<file path="src/rtl/palindrome_checker_seq_if.sv">
// palindrome_checker_seq_if
//   Request/result bundle for palindrome_checker_seq.
//   Optional feature macro: PALINDROME_COUNT_EN (adds digit_count).
//
//   start          requester -> checker  request, sampled while busy=0
//   number         requester -> checker  unsigned operand, sampled on accept
//   busy           checker -> requester  operation in progress
//   done           checker -> requester  one-cycle result-valid pulse
//   is_palindrome  checker -> requester  result, held until next done
//   digit_count    checker -> requester  operand digit count (PALINDROME_COUNT_EN only)
interface palindrome_checker_seq_if #(
  parameter int WIDTH = 16,
  parameter int CW    = $clog2(WIDTH + 1)
);
  logic             start;
  logic [WIDTH-1:0] number;
  logic             busy;
  logic             done;
  logic             is_palindrome;

  // CW must be able to hold the largest digit count (WIDTH, for binary).
  generate
    if ((1 << CW) <= WIDTH) begin : g_bad_cw
      $error("CW too narrow for WIDTH");
    end
  endgenerate

`ifdef PALINDROME_COUNT_EN
  logic [CW-1:0] digit_count;

  modport master (output start, number, input busy, done, is_palindrome, digit_count);
  modport slave  (input start, number, output busy, done, is_palindrome, digit_count);
`else
  modport master (output start, number, input busy, done, is_palindrome);
  modport slave  (input start, number, output busy, done, is_palindrome);
`endif
endinterface

</file>
<file path="src/rtl/palindrome_checker_seq.sv">
// palindrome_checker_seq
//   Multi-cycle palindrome detector. The operand is reversed one RADIX digit
//   per clock; when the remaining operand reaches zero the reversed value is
//   compared with the original over the full reversal width, and a done pulse
//   reports the result.
//   Optional feature macro: PALINDROME_COUNT_EN (digit count output + counter).
//
//   Parameters: WIDTH (operand bits, >= 2), RADIX (2..16), CW (derived).
//   Ports:
//     clk  rising-edge clock
//     rst  synchronous active-high reset
//     bus  palindrome_checker_seq_if.slave (start/number in; busy/done/
//          is_palindrome[/digit_count] out, all registered)
module palindrome_checker_seq #(
  parameter int WIDTH = 16,
  parameter int RADIX = 10,
  parameter int CW    = $clog2(WIDTH + 1)
) (
  input  logic                     clk,
  input  logic                     rst,
  palindrome_checker_seq_if.slave  bus
);

  // rev < RADIX * 2^WIDTH <= 2^(WIDTH+4), so four extra bits never truncate.
  localparam int REV_W = WIDTH + 4;
  localparam logic [REV_W-1:0] RADIX_R = REV_W'(RADIX);

  generate
    if (RADIX < 2 || RADIX > 16) begin : g_bad_radix
      $error("RADIX must be in the range 2..16");
    end
    if (WIDTH < 2) begin : g_bad_width
      $error("WIDTH must be at least 2");
    end
    if ((1 << CW) <= WIDTH) begin : g_bad_cw
      $error("CW too narrow for WIDTH");
    end
  endgenerate

  typedef enum logic {IDLE, RUN} state_t;

  state_t             state_reg, state_next;
  logic [WIDTH-1:0]   orig_reg, orig_next;
  logic [WIDTH-1:0]   work_reg, work_next;
  logic [REV_W-1:0]   rev_reg, rev_next;
  logic               busy_reg, busy_next;
  logic               done_reg, done_next;
  logic               pal_reg, pal_next;

  // One reversal step, computed at REV_W bits so RADIX=16 stays representable
  // even for very narrow operands.
  logic [REV_W-1:0]   work_ext;
  logic [REV_W-1:0]   step_digit;
  logic [REV_W-1:0]   step_rev;
  logic [WIDTH-1:0]   step_work;

`ifdef PALINDROME_COUNT_EN
  logic [CW-1:0]      cnt_reg, cnt_next;
  logic [CW-1:0]      count_reg, count_next;
`endif

  always_comb begin
    work_ext   = REV_W'(work_reg);
    step_digit = work_ext % RADIX_R;
    step_rev   = rev_reg * RADIX_R + step_digit;
    step_work  = WIDTH'(work_ext / RADIX_R);
  end

  always_comb begin
    state_next = state_reg;
    orig_next  = orig_reg;
    work_next  = work_reg;
    rev_next   = rev_reg;
    busy_next  = busy_reg;
    done_next  = 1'b0;
    pal_next   = pal_reg;
`ifdef PALINDROME_COUNT_EN
    cnt_next   = cnt_reg;
    count_next = count_reg;
`endif

    case (state_reg)
      IDLE: begin
        if (bus.start) begin
          orig_next  = bus.number;
          work_next  = bus.number;
          rev_next   = '0;
`ifdef PALINDROME_COUNT_EN
          cnt_next   = '0;
`endif
          busy_next  = 1'b1;
          state_next = RUN;
        end
      end
      RUN: begin
        rev_next  = step_rev;
        work_next = step_work;
`ifdef PALINDROME_COUNT_EN
        cnt_next  = cnt_reg + CW'(1);
`endif
        // A zero operand still takes one step and reverses to 0, so it is
        // reported as the one-digit palindrome "0".
        if (step_work == '0) begin
          pal_next   = (step_rev == REV_W'(orig_reg));
`ifdef PALINDROME_COUNT_EN
          count_next = cnt_reg + CW'(1);
`endif
          done_next  = 1'b1;
          busy_next  = 1'b0;
          state_next = IDLE;
        end
      end
      default: begin
        state_next = IDLE;
        busy_next  = 1'b0;
      end
    endcase
  end

  always_ff @(posedge clk) begin
    if (rst) begin
      state_reg <= IDLE;
      orig_reg  <= '0;
      work_reg  <= '0;
      rev_reg   <= '0;
      busy_reg  <= 1'b0;
      done_reg  <= 1'b0;
      pal_reg   <= 1'b0;
`ifdef PALINDROME_COUNT_EN
      cnt_reg   <= '0;
      count_reg <= '0;
`endif
    end else begin
      state_reg <= state_next;
      orig_reg  <= orig_next;
      work_reg  <= work_next;
      rev_reg   <= rev_next;
      busy_reg  <= busy_next;
      done_reg  <= done_next;
      pal_reg   <= pal_next;
`ifdef PALINDROME_COUNT_EN
      cnt_reg   <= cnt_next;
      count_reg <= count_next;
`endif
    end
  end

  assign bus.busy          = busy_reg;
  assign bus.done          = done_reg;
  assign bus.is_palindrome = pal_reg;
`ifdef PALINDROME_COUNT_EN
  assign bus.digit_count   = count_reg;
`endif

endmodule

</file>
<file path="src/flat_wrapper.sv">
// flat-port wrapper written by rule: the top's interface ports become plain ports
module palindrome_checker_seq_flat 
#(
  parameter int WIDTH = 16,
  parameter int RADIX = 10,
  parameter int CW    = $clog2(WIDTH + 1)
)
  (clk, rst, bus_start, bus_number, bus_busy, bus_done, bus_is_palindrome);
  palindrome_checker_seq_if #(.WIDTH(WIDTH), .CW(CW)) bus_i ();
  input  logic clk;
  input  logic rst;
  input wire logic [$bits(bus_i.start)-1:0] bus_start;
  input wire logic [$bits(bus_i.number)-1:0] bus_number;
  output wire logic [$bits(bus_i.busy)-1:0] bus_busy;
  output wire logic [$bits(bus_i.done)-1:0] bus_done;
  output wire logic [$bits(bus_i.is_palindrome)-1:0] bus_is_palindrome;
  assign bus_i.start = bus_start;
  assign bus_i.number = bus_number;
  assign bus_busy = bus_i.busy;
  assign bus_done = bus_i.done;
  assign bus_is_palindrome = bus_i.is_palindrome;
  palindrome_checker_seq #(.WIDTH(WIDTH), .RADIX(RADIX), .CW(CW)) u_core (.clk(clk), .rst(rst), .bus(bus_i));
endmodule
</file>
<file path="config.mk">
export PLATFORM = sky130hd
export DESIGN_NAME = palindrome_checker_seq_flat
export DESIGN_NICKNAME = d
export VERILOG_FILES = /design/src/rtl/palindrome_checker_seq_if.sv /design/src/rtl/palindrome_checker_seq.sv /design/src/flat_wrapper.sv
export SDC_FILE = /design/constraint.sdc
export NUM_CORES = 1
export LEC_CHECK = 0
export CAP_MARGIN = 30
export CORE_MARGIN = 1.5
export CORE_UTILIZATION = 65
export DETAILED_ROUTE_END_ITERATION = 10
export PLACE_DENSITY_LB_ADDON = 0.25
export SYNTH_ARGS = -nofsm -noshare
export SYNTH_HDL_FRONTEND = slang
export SYNTH_SLANG_ARGS = --single-unit
</file>
<file path="constraint.sdc">
create_clock -name clk -period 20.9 [get_ports clk]
set_clock_uncertainty 0.05 [all_clocks]
set_input_delay 3.135 -clock clk [delete_from_list [all_inputs] [get_ports clk]]
set_output_delay 3.135 -clock clk [all_outputs]
set_load 0.01 [all_outputs]
</file>
# After elaboration in Yosys (flattened, before gate mapping)
# Index checks and enable logic that the tools add are counted.
[classes]
n_eq_ne = 3
div_mod_pow = 2
n_reduce_logical = 5
muxes = 11
add_sub_neg = 1
n_mul = 1
n_bitwise = 1
[op_table]
columns = ["cell", "n"]
rows = [
  ["$pmux 20 s2", 1],
  ["$pmux 16 s2", 1],
  ["$add 20x20->20", 1],
  ["$div 16x4->20 const B", 1],
  ["$eq 20x16->1", 1],
  ["$mod 16x4->20 const B", 1],
  ["$mul 20x3->19 const B", 1],
  ["$mux 20", 1],
  ["$logic_not 16->1", 1],
  ["$mux 16", 1],
  ["$reduce_and 2->1", 3],
  ["$mux 1", 5],
  ["$ne 2x2->1 const B", 2],
  ["$pmux 1 s2", 2],
  ["$reduce_or 2->1", 1],
  ["$not 1->1", 1],
]
[totals]
elab_cells = 31
ff_bits = 56
inputBits = 19

# Depth between registers and ports, before layout
# Gate-level depths: netlist of run 1.
[logic_depth]
ltp_word = 4
depth_mapped = 39
depth_no_buf = 35

# Worst setup path before layout of run 1
# Ideal clock, no wire load.
[synth_path]
path_kind = "reg-to-reg"
from = "reg u_core.work_reg[13]"
to = "reg u_core.pal_reg, in the netlist u_core.bus.is_palindrome"
path_stages_with_launch = 37
setup_slack_ns = 13.185
setup_time_ns = 0.060
arrival_ns = 7.604
synth_period_minus_slack_ns = 7.715
cell_sequence = "dfxtp_1 -> buf_6 -> or3b_4 -> and3_4 -> o221a_4 -> buf_6 -> or3_1 -> o22ai_2 -> nor4_1 -> or4_4 -> o211ai_2 -> a21oi_1 -> o311ai_1 -> o311ai_1 -> a2bb2oi_2 -> buf_2 -> nor2b_1 -> o31ai_1 -> ha_1 -> a21oi_1 -> a221oi_1 -> fa_1 -> nor2b_1 -> o21ai_0 -> a21boi_0 -> o21ai_0 -> a21boi_0 -> o21ai_0 -> a21boi_0 -> o21ai_0 -> a21oi_1 -> o21ai_0 -> a21oi_1 -> xor2_1 -> or4_1 -> nor4_1 -> a32o_1"
[synth_between]
elab_chain_len = 3
elab_cells_between_ends = 6
[synth_lines]
columns = ["element", "line_no", "text"]
rows = [
  ["start: declaration", "palindrome_checker_seq.sv:44", "logic [WIDTH-1:0] work_reg, work_next;"],
  ["start signal: assignment", "palindrome_checker_seq.sv:136", "work_reg <= work_next;"],
  ["$mod 16x4->20 or $div 16x4->20 (tied branches)", "palindrome_checker_seq.sv:64, palindrome_checker_seq.sv:66", ""],
  ["$add 20x20->20 or $logic_not 16->1 (tied branches)", "palindrome_checker_seq.sv:65, palindrome_checker_seq.sv:103", ""],
  ["$eq 20x16->1 or $reduce_and 2->1 (tied branches)", "-", ""],
  ["end signal: assignment", "palindrome_checker_seq.sv:140", "pal_reg <= pal_next;"],
  ["end: declaration", "palindrome_checker_seq.sv:48", "logic pal_reg, pal_next;"],
]
# Parallel ways exist; a longest one is shown, timed or not.
# A chain may end at the register's enable or synchronous reset.

# Final worst setup path of run 1
[layout_path]
from = "reg u_core.work_reg[14]"
to = "reg u_core.pal_reg, in the netlist u_core.bus.is_palindrome"
# Same word-level chain as after synthesis.

==> metrics.txt, run 1 <==
Die Area=10,200 µm²; GRT Util Overall=31.1%; R2R Setup Slk=11.11 ns; min Tclk post-route=9.79 ns; Hold WC Path Type=flop to flop; via count=6,099; port bufs=21; Seq/Total Area, Yosys=17.7%; cell family with most CP delay=compound AO/OA/AOI/OAI gates; # IOs=22; footprint of the multi-input gates=4760 µm²; register area=1100 µm²; Rows=35; WL/cell=17.1 µm; routability-driven placement congestion ratio=1.00; period utilization=46.8%; htree depth=2; setup TNS=0 ns; Netlist cell types=93; clock root buffer=clkbuf_8; placed insts=930; max-cap violations=0; WP buf/inv=0; EDFF count, synth=0; die width=101 µm; ant diodes=0; share of cells above drive strength 1=6.55%; postcts setup bufs=0; largest net degree at the start of global routing=50; Pre-Repair DR Iteration Count=5; worst path required time=21.12 ns; maximum vdd drop=0.0000587 V; starting density of the core=67.1%; clk slew on worst S/H paths=0.10 ns; crit path kind=flop to flop; Post-synth ARST share=0%; initial antenna violation count=0; gr ovfl total=0; cell count after synthesis=827; most frequent CP cell=o21ai_0; Leak Pwr=2.61 nW; number of global-route vias before repair=5,444; CP max FO=27; Worst setup SP type=flop; yosys synthesis warning count=0; max incr delay on CP=0.92 ns; Vias/cell=6.50; first-pass GRT wire length=26,000 µm; commonest non-fill, non-tap cell in the layout=a21oi_1; achievable frequency=0.102 GHz; Yosys reg bits=55; Die Ht=101 µm; measured slew at the worst slew-check pin=0.930 ns; worst skew pair latency=0.32 ns; mapped cell area=6230 µm²; Slew headroom=38.0%; hold buffer count at CTS=0; most frequent cells in the layout=a21oi_1, nand2_1, nor2_1; DRC errors left=0; TritonCTS Buffers=5; DR iter-0 viols=361; Max clock buf depth=2; WP data arrival=10.01 ns; unrepaired setup endpoints after global routing=false; CTS tree=yes; Fillers=775; slowest CP cell=dfxtp_1; endpoints failing hold=0; NumNets Final=880; Slew Viols, Final=0; area grow syn2layout=4.02%; WL final=16,000 µm; total core area=9280 µm²; PD cells=113 nW/µm²; detailed-placement wirelength estimate=11,800 µm; Avg Cell Area, Syn=7.53 µm²; post-route ant nets=0; max reg flops=19; main flop type after synthesis=dfxtp_1; CTS sink cnt=55; crit end category=flop; PostCTS Resize Cnt=0; final cell count without fillers=938; final setup violation count=0; run status=completed
## synth_stat cells, types with 9 or more instances
cell	number	area [µm²]
nor3b_1	24	180
clkbuf_1	26	97.6
o21ai_0	44	220
nor4_1	9	56.3
xnor2_1	35	307
nand2_1	79	297
nor2b_1	17	106
a21oi_1	82	410
nand3_1	12	60.1
mux2i_1	10	100
buf_2	15	75.1
ha_1	51	638
dfxtp_1	55	1100
nor3_1	20	100
xor2_1	13	114
nor2_1	71	267
nand2b_1	9	56.3
inv_1	32	120
a211oi_1	18	135
a21o_1	11	82.6
## cells by family after synthesis
group	synth area share, %
compound gates	30.5
simple gates	24.9
other cells	0.0602
xor+xnor	7.27
flops	17.7
fa+ha+maj	11.0
buf+inv	6.39
mux	2.15
## routing by layer
layer  global-route usage (%)  routed length [µm]
met5                        0                   0
met4                     11.4                 407
met3                     2.43                 884
met2                     52.0                7460
met1                     42.0                7270
## path summary, 6_finish.rpt
kind	startpoint	end	cells past startpoint
worst max-delay path	u_core.work_reg[14]	u_core.bus.is_palindrome	35
worst min-delay path	u_core.orig_reg[0]	u_core.orig_reg[0]	2
worst min register to register	u_core.orig_reg[0]	u_core.orig_reg[0]	2
worst max register to register	u_core.work_reg[14]	u_core.bus.is_palindrome	35
## layout make-up
cell class | count | share of cell area (%)
Multi-Input combinational cell | 690 | 73.4
Sequential cell | 55 | 17.0
Timing Repair Buffer | 24 | 3.49
Tap cell | 129 | 2.49
Inverter | 32 | 1.85
Clock buffer | 5 | 1.06
Clock inverter | 3 | 0.676
## worst reg2reg max path: cells and delay by family (launching register included)
kind | cells | cell delay (ns)
adder cells (fa/ha/maj) | 2 | 0.60
flip-flops | 1 | 0.92
AND/OR/NAND/NOR | 11 | 2.60
XOR/XNOR | 3 | 0.79
AO/OA/AOI/OAI | 19 | 4.78
## per-stage QoR
stage                     util [%]  hold slack (ns)  worst slack (ns)  power [mW]  cell area [µm²]
after CTS                     69.8            0.433             11.37       0.720             6480
final                         69.8            0.429             11.11       0.730             6480
after global placement        68.5            0.408             11.85       0.626             6360
after floorplan                  -            0.398             13.19       0.553             6260
after detailed placement      68.6            0.419             11.55       0.642             6370
after global routing          69.8            0.449             10.38       0.788             6480
## power by group
part / internal, mW / total, mW / switching (mW) / leakage, nW
Sequential: 0.121 / 0.146 / 0.0246 / 0.451
Combinational: 0.211 / 0.511 / 0.300 / 2.10
Clock: 0.0358 / 0.0733 / 0.0375 / 0.0581
(Power assumes the default switching activity.)
==> run 2, diff against run 1 <==
Settings changed: CORE_UTILIZATION 65 to 63.
Clock period 20.9 ns to 9.7 ns, I/O delays scaled along.
==> metrics.txt, run 2 (synthesized netlist as in run 1, its figures left out) <==
WL/cell=17.1 µm (about the same); CTS tree=yes (unchanged); WP data arrival=9.32 ns (was 10.01 ns); initial antenna violation count=0 (unchanged); share of cells above drive strength 1=8.35% (was 6.55%); register area=1110 µm² (was 1100 µm²); clk slew on worst S/H paths=0.09 ns (was 0.10 ns); CTS sink cnt=55 (unchanged); # IOs=22 (unchanged); setup TNS=0 ns (unchanged); clock root buffer=clkbuf_8 (unchanged); Worst setup SP type=flop (unchanged); number of global-route vias before repair=5,509 (was 5,444); starting density of the core=64.3% (was 67.1%); detailed-placement wirelength estimate=12,000 µm (was 11,800 µm); Fillers=829 (was 775); total core area=9680 µm² (was 9280 µm²); footprint of the multi-input gates=4800 µm² (was 4760 µm²); run status=completed (unchanged); final setup violation count=0 (unchanged); WL final=16,200 µm (was 16,000 µm); ant diodes=0 (unchanged); Post-Route Utilization=67.7% (was 69.8%); max reg flops=19 (unchanged); worst path required time=9.91 ns (was 21.12 ns); htree depth=2 (unchanged); port bufs=21 (unchanged); Rows=36 (was 35); Pre-Repair DR Iteration Count=6 (was 5); achievable frequency=0.110 GHz (was 0.102 GHz); area grow syn2layout=5.24% (was 4.02%); Leak Pwr=2.64 nW (was 2.61 nW); CP max FO=19 (was 27); first-pass GRT wire length=26,100 µm (was 26,000 µm); Vias/cell=6.46 (was 6.50); routability-driven placement congestion ratio=0.953 (was 1.00); max incr delay on CP=0.53 ns (was 0.92 ns); min Tclk post-route=9.11 ns (was 9.79 ns); measured slew at the worst slew-check pin=0.953 ns (was 0.930 ns); gr ovfl total=0 (unchanged); slowest CP cell=a2bb2oi_2 (was dfxtp_1); Die Ht=102 µm (was 101 µm); max-cap violations=0 (unchanged); commonest non-fill, non-tap cell in the layout=a21oi_1 (unchanged); TritonCTS Buffers=5 (unchanged); unrepaired setup endpoints after global routing=false (unchanged); cell family with most CP delay=compound AO/OA/AOI/OAI gates (unchanged); maximum vdd drop=0.000115 V (was 0.0000587 V); Slew Viols, Final=0 (unchanged); DR iter-0 viols=367 (was 361); die width=102 µm (was 101 µm); WP buf/inv=1 (was 0); most frequent cells in the layout=a21oi_1, nand2_1, nor2_1 (unchanged); via count=6,113 (was 6,099); crit path kind=flop to flop (unchanged); largest net degree at the start of global routing=51 (was 50); DRC errors left=0 (unchanged); worst skew pair latency=0.32 ns (about the same); Hold WC Path Type=flop to flop (unchanged); post-route ant nets=0 (unchanged); Max clock buf depth=2 (unchanged); PD cells=239 nW/µm² (was 113 nW/µm²); GRT Util Overall=30.7% (was 31.1%); Die Area=10,500 µm² (was 10,200 µm²); crit end category=flop (unchanged); Slew headroom=36.5% (was 38.0%); NumNets Final=886 (was 880); most frequent CP cell=o21ai_0 (unchanged); endpoints failing hold=0 (unchanged); period utilization=93.9% (was 46.8%)
==> run 2: cell types whose count changed in the layout (fill, tap and decap cells not counted), sizes merged <==
| cell | change |
|---|---|
| clkinv | -1 |
| bufinv | -1 |
| buf | +6 |
| clkbuf | +1 |
==> run 2: layer usage <==
layer / routed length (µm) / up-vias / global-route usage [%]
met5: 0 / - / 0
met4: 414 / 0 / 11.4
met3: 969 / 27 / 2.46
met2: 7570 / 229 / 51.5
met1: 7240 / 2848 / 41.3
li1: - / 3009 / -
==> run 2: path summary, 6_finish.rpt <==
kind                                           from                        to  slack, ns  depth (start not counted)
worst min-delay path             u_core.orig_reg[6]        u_core.orig_reg[6]       0.42                          2
worst min register to register   u_core.orig_reg[6]        u_core.orig_reg[6]       0.42                          2
worst max register to register  u_core.work_reg[15]  u_core.bus.is_palindrome       0.59                         35
worst max-delay path            u_core.work_reg[15]  u_core.bus.is_palindrome       0.59                         35
==> run 2: where the power goes <==
group / internal [mW] / total [mW] / leakage (nW) / switching, mW
Clock: 0.0563 / 0.131 / 0.0470 / 0.0746
Combinational: 0.473 / 1.13 / 2.14 / 0.653
Sequential: 0.261 / 0.312 / 0.453 / 0.0513
==> run 2: worst min-delay path: stages, from the launching register on <==
cell and delay [ns]:
dfxtp_1 0.33, nand2_1 0.06, a21oi_1 0.05
==> run 2: layout make-up <==
| class | count | area share, % |
|---|---|---|
| Clock buffer | 6 | 1.26 |
| Sequential cell | 55 | 16.9 |
| Inverter | 32 | 1.83 |
| Timing Repair Buffer | 30 | 4.14 |
| Multi-Input combinational cell | 690 | 73.2 |
| Clock inverter | 1 | 0.0763 |
| Tap cell | 133 | 2.54 |
==> run 2: what timing repair did <==
item / CTS / global route
hold buffers: 0 / 0
endpoints found under the setup margin: 0 / 4
resized for setup: 0 / 16
buffers inserted: 0 / 3
endpoints found under the hold margin: 0 / 0
==> run 2: stage by stage <==
step	worst slack [ns]	power, mW	hold WS [ns]	area, µm²	std cells
CTS	0.221	1.52	0.428	6480	944
global route	0.0000933	1.70	0.453	6560	947
global placement	0.802	1.35	0.408	6380	936
detailed placement	0.270	1.38	0.415	6400	937
floorplan	1.99	1.19	0.398	6260	834
finish	0.591	1.57	0.424	6560	947
==> run 3, diff against run 2 <==
Settings changed: GPL_ROUTABILITY_DRIVEN set to 0.
==> metrics.txt, run 3 (synthesized netlist as in run 1, its figures left out) <==
starting density of the core=64.3% (unchanged); crit path kind=flop to flop (unchanged); Leak Pwr=2.63 nW (was 2.64 nW); CTS tree=yes (unchanged); worst path required time=9.92 ns (was 9.91 ns); largest net degree at the start of global routing=51 (unchanged); CP max FO=19 (unchanged); max-cap violations=0 (unchanged); slowest CP cell=a2111oi_0 (was a2bb2oi_2); WL final=16,000 µm (was 16,200 µm); Hold Startpoint=u_core.orig_reg[8] (was u_core.orig_reg[6]); achievable frequency=0.109 GHz (was 0.110 GHz); WL/cell=17.0 µm (was 17.1 µm); maximum vdd drop=0.000127 V (was 0.000115 V); via count=6,213 (was 6,113); gr ovfl total=0 (unchanged); max incr delay on CP=0.53 ns (about the same); clock root buffer=clkbuf_8 (unchanged); setup TNS=0 ns (unchanged); hold path cells=2 (unchanged); NumNets Final=882 (was 886); max reg flops=19 (unchanged); Setup WS post-layout=0.522 ns (was 0.591 ns); WP data arrival=9.39 ns (was 9.32 ns); worst skew pair latency=0.32 ns (about the same); FF-to-FF Start=u_core.work_reg[14] (was u_core.work_reg[15]); DR iter-0 viols=464 (was 367); PD cells=243 nW/µm² (was 239 nW/µm²); period utilization=94.6% (was 93.9%); number of global-route vias before repair=5,560 (was 5,509); Hold Path End=u_core.orig_reg[8] (was u_core.orig_reg[6]); ant diodes=0 (unchanged); R2R Setup Slk=0.52 ns (was 0.59 ns); die width=102 µm (unchanged); clk slew on worst S/H paths=0.10 ns (was 0.09 ns); final setup violation count=0 (unchanged); pre-CTS WS=0.252 ns (was 0.270 ns); most frequent cells in the layout=a21oi_1, nand2_1, nor2_1 (unchanged); Worst setup SP type=flop (unchanged); post-route ant nets=0 (unchanged); Die Area=10,500 µm² (unchanged); commonest non-fill, non-tap cell in the layout=a21oi_1 (unchanged); Max clock buf depth=2 (unchanged); # IOs=22 (unchanged); total core area=9680 µm² (unchanged); R2R depth=34 (was 35); design area=6570 µm² (was 6560 µm²); GRT Util Overall=30.2% (was 30.7%); endpoints failing hold=0 (unchanged); min Tclk post-route=9.18 ns (was 9.11 ns); measured slew at the worst slew-check pin=0.934 ns (was 0.953 ns); Hold WC Path Type=flop to flop (unchanged); hold buffer count at CTS=0 (unchanged); crit end category=flop (unchanged); placed insts=935 (was 937); area grow syn2layout=5.42% (was 5.24%); final cell count without fillers=944 (was 947); Rows=36 (unchanged); share of cells above drive strength 1=8.14% (was 8.35%); unrepaired setup endpoints after global routing=false (unchanged); htree depth=2 (unchanged); Vias/cell=6.58 (was 6.46); Slew headroom=37.8% (was 36.5%); Final Hold Slack=0.427 ns (was 0.424 ns); Slew Viols, Final=0 (unchanged); Die Ht=102 µm (unchanged); Power Total=1.59 mW (was 1.57 mW); Critical R2R Capture=u_core.bus.is_palindrome (unchanged); TritonCTS Buffers=5 (unchanged); Placed Area=6380 µm² (was 6400 µm²); initial antenna violation count=0 (unchanged); detailed-placement wirelength estimate=11,800 µm (was 12,000 µm); CTS sink cnt=55 (unchanged); Pre-Repair DR Iteration Count=5 (was 6); first-pass GRT wire length=25,800 µm (was 26,100 µm); port bufs=21 (unchanged); DRC errors left=0 (unchanged); run status=completed (unchanged); Post-Route Utilization=67.8% (was 67.7%)
==> run 3: area by class of cell <==
cell class                      instances  area [µm²]
Tap cell                              133         166
Clock buffer                            5        68.8
Inverter                               32         120
Multi-Input combinational cell        690        4820
Clock inverter                          3        43.8
Sequential cell                        55        1110
Fill cell                             834        3120
Timing Repair Buffer                   26         238
==> run 3: critical path: cells and delay by family, from the launching register on <==
kind                       cells  cell delay (ns)
AOI/OAI and AO/OA             20             5.23
xor gates and xnor gates       2             0.39
adders and majority gates      2             0.62
buffers and inverters          1             0.25
DFF                            1             0.43
and+or+nand+nor                9             2.17
==> run 3: how the worst max path moves through the flow <==
stage / slack [ns] / endpoint / from / cells past startpoint
after global placement: 0.78 / u_core.bus.is_palindrome / u_core.work_reg[15] / 33
after CTS: 0.20 / u_core.bus.is_palindrome / u_core.work_reg[15] / 35
after detailed placement: 0.25 / u_core.bus.is_palindrome / u_core.work_reg[15] / 35
after global routing: 0.006 / u_core.bus.is_palindrome / u_core.work_reg[14] / 34
final: 0.52 / u_core.bus.is_palindrome / u_core.work_reg[14] / 34
after floorplan: 1.99 / u_core.bus.is_palindrome / u_core.work_reg[13] / 36
==> run 3: timing repair <==
item | in CTS | in global routing
buffers inserted | 0 | 1
resized for setup | 0 | 18
setup endpoints to repair | 0 | 6
==> run 3: routing by layer <==
metal  wire, µm  GRT usage, %  vias up
li1           -             -     3005
met1       6960          39.5     2900
met2       7600          51.0      266
met3       1040          3.90       42
met4        441          11.0        0
met5          0             0        -
==> run 3: power by group <==
group / switching, mW / internal [mW] / leakage [nW] / total, mW
combinational: 0.659 / 0.463 / 2.12 / 1.12
clock: 0.0798 / 0.0770 / 0.0581 / 0.157
sequential: 0.0532 / 0.261 / 0.454 / 0.314
